--- src/rtl/mat_loader.sv ---
// mat_loader: assembles two packed 3x3 matrices of 4-bit elements from a serial beat stream
// Ports:
//   clk, rst_n         clock and asynchronous active-low reset
//   in_valid/in_ready  input beat handshake; in_data is one element in row-major order
//   in_first           marks element 0 of matrix A; realigns the loader if it arrives mid-pair
//   out_valid/out_ready  pair handshake; a_out/b_out are held while out_valid is high
//   a_out, b_out       packed matrices, element k at bits [35-4k:32-4k]
//   sync_err           sticky flag set by any realignment, cleared only by reset
module mat_loader (
  input  logic        clk,
  input  logic        rst_n,
  input  logic        in_valid,
  input  logic [3:0]  in_data,
  input  logic        in_first,
  output logic        in_ready,
  output logic        out_valid,
  input  logic        out_ready,
  output logic [35:0] a_out,
  output logic [35:0] b_out,
  output logic        sync_err
);
  typedef enum logic [1:0] {LOAD_A, LOAD_B, FULL} state_t;
  state_t state, state_n;
  logic [3:0] cnt, cnt_n, slot;
  logic [5:0] idx;
  logic acc, resync;
  always_ff @(posedge clk or negedge rst_n) begin
    if (!rst_n) begin
      state <= LOAD_A;
      cnt <= 4'd0;
    end else begin
      state <= state_n;
      cnt <= cnt_n;
    end
  end
  always_comb begin
    in_ready = state != FULL;
    out_valid = state == FULL;
    acc = in_valid && in_ready;
    resync = acc && in_first && !(state == LOAD_A && cnt == 4'd0);
    slot = resync ? 4'd0 : cnt;
    idx = 6'd35 - {slot, 2'b00};
    state_n = state;
    cnt_n = cnt;
    if (resync) begin
      state_n = LOAD_A;
      cnt_n = 4'd1;
    end else if (acc) begin
      cnt_n = (cnt == 4'd8) ? 4'd0 : cnt + 4'd1;
      if (cnt == 4'd8) state_n = (state == LOAD_A) ? LOAD_B : FULL;
    end else if (state == FULL && out_ready) begin
      state_n = LOAD_A;
    end
  end
  // a resync beat always lands in A slot 0, even when it arrives during LOAD_B
  always_ff @(posedge clk or negedge rst_n) begin
    if (!rst_n) begin
      a_out <= 36'd0;
      b_out <= 36'd0;
      sync_err <= 1'b0;
    end else begin
      if (acc && (state == LOAD_A || resync)) a_out[idx -: 4] <= in_data;
      else if (acc) b_out[idx -: 4] <= in_data;
      sync_err <= sync_err | resync;
    end
  end
endmodule

--- config.mk ---
export PLATFORM = sky130hd
export DESIGN_NAME = mat_loader
export DESIGN_NICKNAME = d
export VERILOG_FILES = /design/src/rtl/mat_loader.sv
export SDC_FILE = /design/constraint.sdc
export NUM_CORES = 1
export LEC_CHECK = 0
export CAP_MARGIN = 20
export CELL_PAD_IN_SITES_DETAIL_PLACEMENT = 0
export CELL_PAD_IN_SITES_GLOBAL_PLACEMENT = 2
export CORE_UTILIZATION = 35
export DETAILED_ROUTE_END_ITERATION = 10
export PLACE_DENSITY_LB_ADDON = 0.1
export SETUP_SLACK_MARGIN = 0.02
export SYNTH_ARGS = -nofsm -noshare
export SYNTH_HDL_FRONTEND = slang
export SYNTH_SLANG_ARGS = --single-unit
--- constraint.sdc ---
create_clock -name clk -period 9.45 [get_ports clk]
set_input_delay 2.835 -clock clk [delete_from_list [all_inputs] [get_ports clk]]
set_output_delay 2.835 -clock clk [all_outputs]
set_load 0.01 [all_outputs]
==> results.tsv, run 1 <==
stage	metric	value	unit
status	status	finished clean	
cts	clk_pin_slew	0.08	ns
yosys	synth_area	3680	µm²
yosys	avgSynthCellArea	12.4	µm²
routing	wl_per_cell	17.0	µm
routing	ant_nets	0	
grt	grt_start_max_net_pins	80	
timing	min_period	5.79	ns
grt	track_usage	17.3	%
cts	cts_inserted_buffers	9	
yosys	synth_top_area_share	53.7	%
cts	clk_latency	0.36	ns
setup_path	crit_type	in2reg	
timing	max_slew_margin	59.2	%
timing	fmax	173	MHz
yosys	synth_edf_count	0	
placement	dp_hpwl	6310	µm
routing	route.vias.total	2595	
die	pin_count	84	
routing	drtIter0Drc	105	
die	core-area	10300	µm²
cts	h-tree-depth	3	
routing	drt-total-wl	8870	µm
routing	drc	0	
yosys	ys_warn_count	0	
cts	post_cts_resized	0	
setup_path	crit_path_end_kind	flop	
timing	max_slew.worst_pin.slew	0.607	ns
setup_path	worstPathRequired	9.69	ns
placement	numPlacedInstances	505	
finish	final_cells	522	
timing	skew	0.0172	ns
timing	rsz0062_at_grt	false	
finish	num_antenna_cells	0	
die	die_y	105	µm
hold_path	hp-class	reg2reg	
cts	hold_buffers	0	
finish	synthToLayoutAreaGrowth	32.9	%
yosys	ys.flop_type	dfrtp_1	
yosys	synth.area.top_cells	dfrtp_1, mux2_2, and2_1, nand2_1, ha_1	
finish	fillers	971	
timing	timing.hold.ws	0.480	ns
placement	io_buffers	83	
yosys	yosysSeqAreaShare	53.7	%
finish	nNetsFinal	395	
cts	cts.path.max_buffers	2	
grt	grt_pass1_wl	14600	µm
power	peakVddDrop	0.125	mV
cts	cts_tree	built	
routing	drtPass1Iterations	4	
die	row_count	37	
grt	grt-ovfl-total	0	
yosys	yosys.cell_types.count	47	
power	finalPower	1.22	mW
placement	globalplace.congestion	0.832	
die	die-area	10900	µm²
setup_path	cp-start-kind	input pin	
cts	cts_setup_buffers	0	
power	power_density	249	nW/µm²
timing	setup_tns	0	ns
grt	antenna_found_initial	0	
timing	hold_violations	0	
die	initial_core_util	35.8	%
cts	cts.sink_count	79	
routing	viasPerCell	4.97	
finish	drive_gt1_share	24.4	%
power	leakage	2.21	nW
yosys	async_reset_ff_share	100	%
grt	grt_pass1_vias	2676	
yosys	synth-seq-cells	79	
die	die_x	105	µm
yosys	syn_nets	310	
finish	final_util	47.6	%
yosys	syn-instance-count	296	
cts	clockRootBuffer	clkbuf_8	
yosys	yosysTopAreaCell	dfrtp_1	
flow_run	cap_violations	0	
timing	layout_worst_path_cycle_share	61.3	%
setup_path	crit_path_max_fanout	12	
setup_path	arrival	6.03	ns
timing	setup_viol	0	
timing	slew_violations	0	
==> registers in the layout, indices dropped and copies added (netlist names) <==
name and count:
sync_err 1, b_out 36, state 2, cnt 4, a_out 36
==> synth_stat cells (4+ instances only) <==
library cell	number
mux2_2	64
ha_1	5
nand2_1	23
dfrtp_1	79
and2_1	14
clkbuf_1	6
and3_1	5
inv_1	12
a21oi_1	7
mux2i_1	4
nand2b_1	4
o21ai_0	9
nor2_1	8
nand3_1	8
a22o_1	5
==> path summary, 6_finish.rpt <==
| path | from | endpoint | slack [ns] | cells past startpoint |
|---|---|---|---|---|
| max reg2reg | cnt[0] | a_out[15] | 5.48 | 11 |
| min reg2reg | sync_err | sync_err | 0.48 | 1 |
| min | sync_err | sync_err | 0.48 | 1 |
| max in group asynchronous | rst_n | a_out[3] | 6.47 | 2 |
| min in group asynchronous | rst_n | cnt[2] | 2.37 | 1 |
| max | in_valid | a_out[15] | 3.66 | 9 |
==> worst max-delay path, stage by stage <==
cell             delay, ns
clkdlybuf4s50_1       0.62
and2_1                0.30
nand3_1               0.24
nand2_1               0.19
ha_1                  0.40
inv_1                 0.14
o32ai_2               0.51
nor2b_1               0.40
mux2_2                0.38
==> per-stage QoR <==
stage	setup slack, ns	cell area (µm²)
floorplan	4.27	3680
global placement	3.50	4630
detailed placement	3.30	4630
CTS	3.69	4860
global route	3.42	4890
finish	3.66	4890
==> cell type report <==
type	instances	area (µm²)	share of cell area, %
inverter	12	45.0	0.922
timing repair buffer	84	856	17.5
tap	136	170	3.48
multi-input combinational	195	1610	33.0
clock inverter	5	86.3	1.77
sequential	79	1980	40.5
clock buffer	11	141	2.89
==> logic make-up (layout without fill, tap and decap cells) <==
logic type | after synthesis | after routing | synth area share [%]
mux | 68 | 68 | 20.7
compound gates | 38 | 38 | 8.20
fa+ha+maj | 5 | 5 | 1.70
simple gates | 84 | 84 | 13.2
flops | 79 | 79 | 53.7
buf+inv | 22 | 112 | 2.45
==> placed cells by master, fill, tap and decap left out, types with 3 or more instances in the layout <==
master            n
mux2i_1           4
nor2_1            8
and3_1            5
dfrtp_1          79
nand3_1           8
inv_6             3
inv_1            12
mux2_2           64
clkbuf_8         10
nand2_1          23
a22o_1            5
clkdlybuf4s50_1  82
o21ai_0           9
and2_1           14
nand2b_1          4
ha_1              5
a21oi_1           7
==> routing by layer <==
layer,global-route usage [%],share of wire (%),up-vias,wire (µm)
li1,-,-,1217,-
met1,25.7,50,1298,4450
met2,24.6,44,71,3900
met3,4.01,4.6,9,409
met4,5.51,1.2,0,105
met5,0,0,-,0
==> where the power goes <==
group,internal (mW),switching [mW]
logic,0.232,0.224
clock network,0.159,0.136
registers,0.408,0.0566
total,0.799,0.417
Power figures use the tool's default switching activity.
==> run 2: changes to the inputs <==
- CORE_UTILIZATION: 35 -> 33
- clock period: 9.45 -> 5.85 ns (I/O delays scaled with it)
==> run 2 against run 1 <==
Net effect:
- power up 55%
- global-route usage down 0.27 points
- wire length up 1.7%
- final cell count up 0.77%
- sequential share of layout area up 0.36 points
- combinational power up 62%
- via count down 0.42%
- critical endpoint is now a_out[13]
- largest cell class unchanged
==> results.tsv, run 2 (synthesized netlist as in run 1, its figures left out) <==
stage	metric	value	unit	change
grt	grt_pass1_vias	2706		+1.1%
timing	setup_tns	0	ns	unchanged
setup_path	crit_type	in2reg		
timing	max_slew.worst_pin.slew	0.554	ns	-0.0529 ns
finish	num_antenna_cells	0		unchanged
routing	wl_per_cell	17.1	µm	+0.94%
timing	rsz0062_at_grt	false		
timing	max_slew_margin	62.5	%	+3.4 points
cts	cts.sink_count	79		unchanged
routing	drtIter0Drc	60		-43%
hold_path	hp-class	reg2reg		
placement	io_buffers	83		unchanged
cts	cts_tree	built		
die	pin_count	84		unchanged
die	core-area	10800	µm²	+5.5%
cts	post_cts_resized	0		unchanged
finish	final_cells	526		+0.77%
setup_path	arrival	4.90	ns	-1.13 ns
cts	hold_buffers	0		unchanged
finish	nNetsFinal	395		unchanged
power	leakage	2.18	nW	-1.0%
flow_run	cap_violations	0		unchanged
power	peakVddDrop	0.172	mV	+38%
grt	track_usage	17.0	%	-0.27 points
setup_path	crit_chain	clkdlybuf4s50_1, and2_1, nand3_1, nand2_1, ha_1, inv_1, o32ai_2, nor2b_1, mux2_2		
placement	postPlaceCellArea	4640	µm²	+0.11%
cts	clockRootBuffer	clkbuf_8		
setup_path	crit_family	simple AND/OR/NAND/NOR gates		
routing	route.vias.total	2584		-0.42%
routing	drtPass1Iterations	5		+1
finish	final_cell_mix	clkdlybuf4s50_1, dfrtp_1, mux2_2, nand2_1, and2_1		
finish	mostFrequentLayoutCell	clkdlybuf4s50_1		
die	initial_core_util	33.9	%	-1.9 points
grt	grt_start_max_net_pins	80		unchanged
setup_path	worstPathRequired	6.08	ns	-3.61 ns
finish	fin_area	4840	µm²	-0.87%
timing	fmax	214	MHz	
cts	h-tree-depth	3		unchanged
setup_path	cp-start-kind	input pin		
timing	layout_worst_path_cycle_share	79.8	%	
routing	drt-total-wl	9020	µm	+1.7%
timing	hold_violations	0		unchanged
finish	final_util	44.7	%	-2.9 points
grt	grt-ovfl-total	0		unchanged
setup_path	crit_path_max_fanout	12		unchanged
cts	clk_pin_slew	0.09	ns	about the same
routing	ant_nets	0		unchanged
placement	globalplace.congestion	0.799		-4.0%
finish	top_regs	a_out (36), b_out (36), cnt (4)		
die	row_count	38		+2.7%
placement	dp_hpwl	6500	µm	+3.0%
placement	numPlacedInstances	509		+0.79%
setup_path	crit_path_end_kind	flop		
power	power_density	389	nW/µm²	+56%
timing	slew_violations	0		unchanged
routing	viasPerCell	4.91		-1.2%
status	status	finished clean		
setup_path	crit_slowest_cell	clkdlybuf4s50_1		
cts	cts_setup_buffers	0		unchanged
finish	fillers	1067		+9.9%
finish	seqCellArea	1980	µm²	unchanged
timing	min_period	4.67	ns	
cts	cts_inserted_buffers	9		unchanged
setup_path	path_buf_inv	2		unchanged
timing	skew	0.0113	ns	-0.00589 ns
finish	multi_input_area	1610	µm²	unchanged
die	die_y	108	µm	+2.9%
cts	clk_latency	0.35	ns	about the same
power	finalPower	1.88	mW	+55%
cts	cts.path.max_buffers	2		unchanged
grt	grt_pass1_wl	14700	µm	+0.47%
finish	drive_gt1_share	24.6	%	+0.26 points
setup_path	critPathMaxStageDelay	0.62	ns	about the same
finish	synthToLayoutAreaGrowth	31.7	%	
timing	setup_viol	0		unchanged
routing	drc	0		unchanged
die	die_x	108	µm	+2.9%
grt	antenna_found_initial	0		unchanged
die	die-area	11600	µm²	+5.9%
run 2: worst paths after layout:
path	start	slack, ns	depth (start not counted)	endpoint
max in group asynchronous	rst_n	3.90	2	a_out[9]
hold / removal	sync_err	0.50	1	sync_err
hold reg to reg	sync_err	0.50	1	sync_err
setup / recovery	in_valid	1.18	9	a_out[13]
setup reg to reg	cnt[0]	1.87	11	a_out[13]
min in group asynchronous	rst_n	1.35	1	state[1]
run 2: worst register-to-register path, delay by kind of cell, from the launching register on:
kind / cells / cell delay (ns)
fa+ha+maj: 2 / 0.58
flops: 1 / 0.53
compound gates: 2 / 0.39
buf+inv: 1 / 0.28
mux: 1 / 0.38
simple gates: 5 / 1.72
run 2: where the power goes:
group / leakage (nW) / internal (mW) / switching [mW] / total, mW
combinational: 1.01 / 0.374 / 0.364 / 0.738
sequential: 1.08 / 0.659 / 0.0928 / 0.752
clock: 0.0952 / 0.172 / 0.222 / 0.394
run 2: per-stage QoR:
stage	hold WS, ns	setup WS (ns)
final	0.496	1.18
after global routing	0.529	0.878
after CTS	0.508	1.15
after detailed placement	0.486	0.785
after global placement	0.478	0.956
after floorplan	0.504	1.75
run 2: final cells by class:
type | instances | share of cell area, %
inverter | 12 | 0.930
tap | 140 | 3.62
multi-input combinational | 195 | 33.3
clock inverter | 6 | 1.03
timing repair buffer | 84 | 17.5
sequential | 79 | 40.8
clock buffer | 10 | 2.84
run 2: metal layers:
layer,GRT usage (%),vias to the layer above,share of wire (%)
met5,0,-,0
met4,4.40,0,0.92
met3,5.51,6,5.1
met2,24.2,60,44
met1,24.7,1299,50
li1,-,1219,-
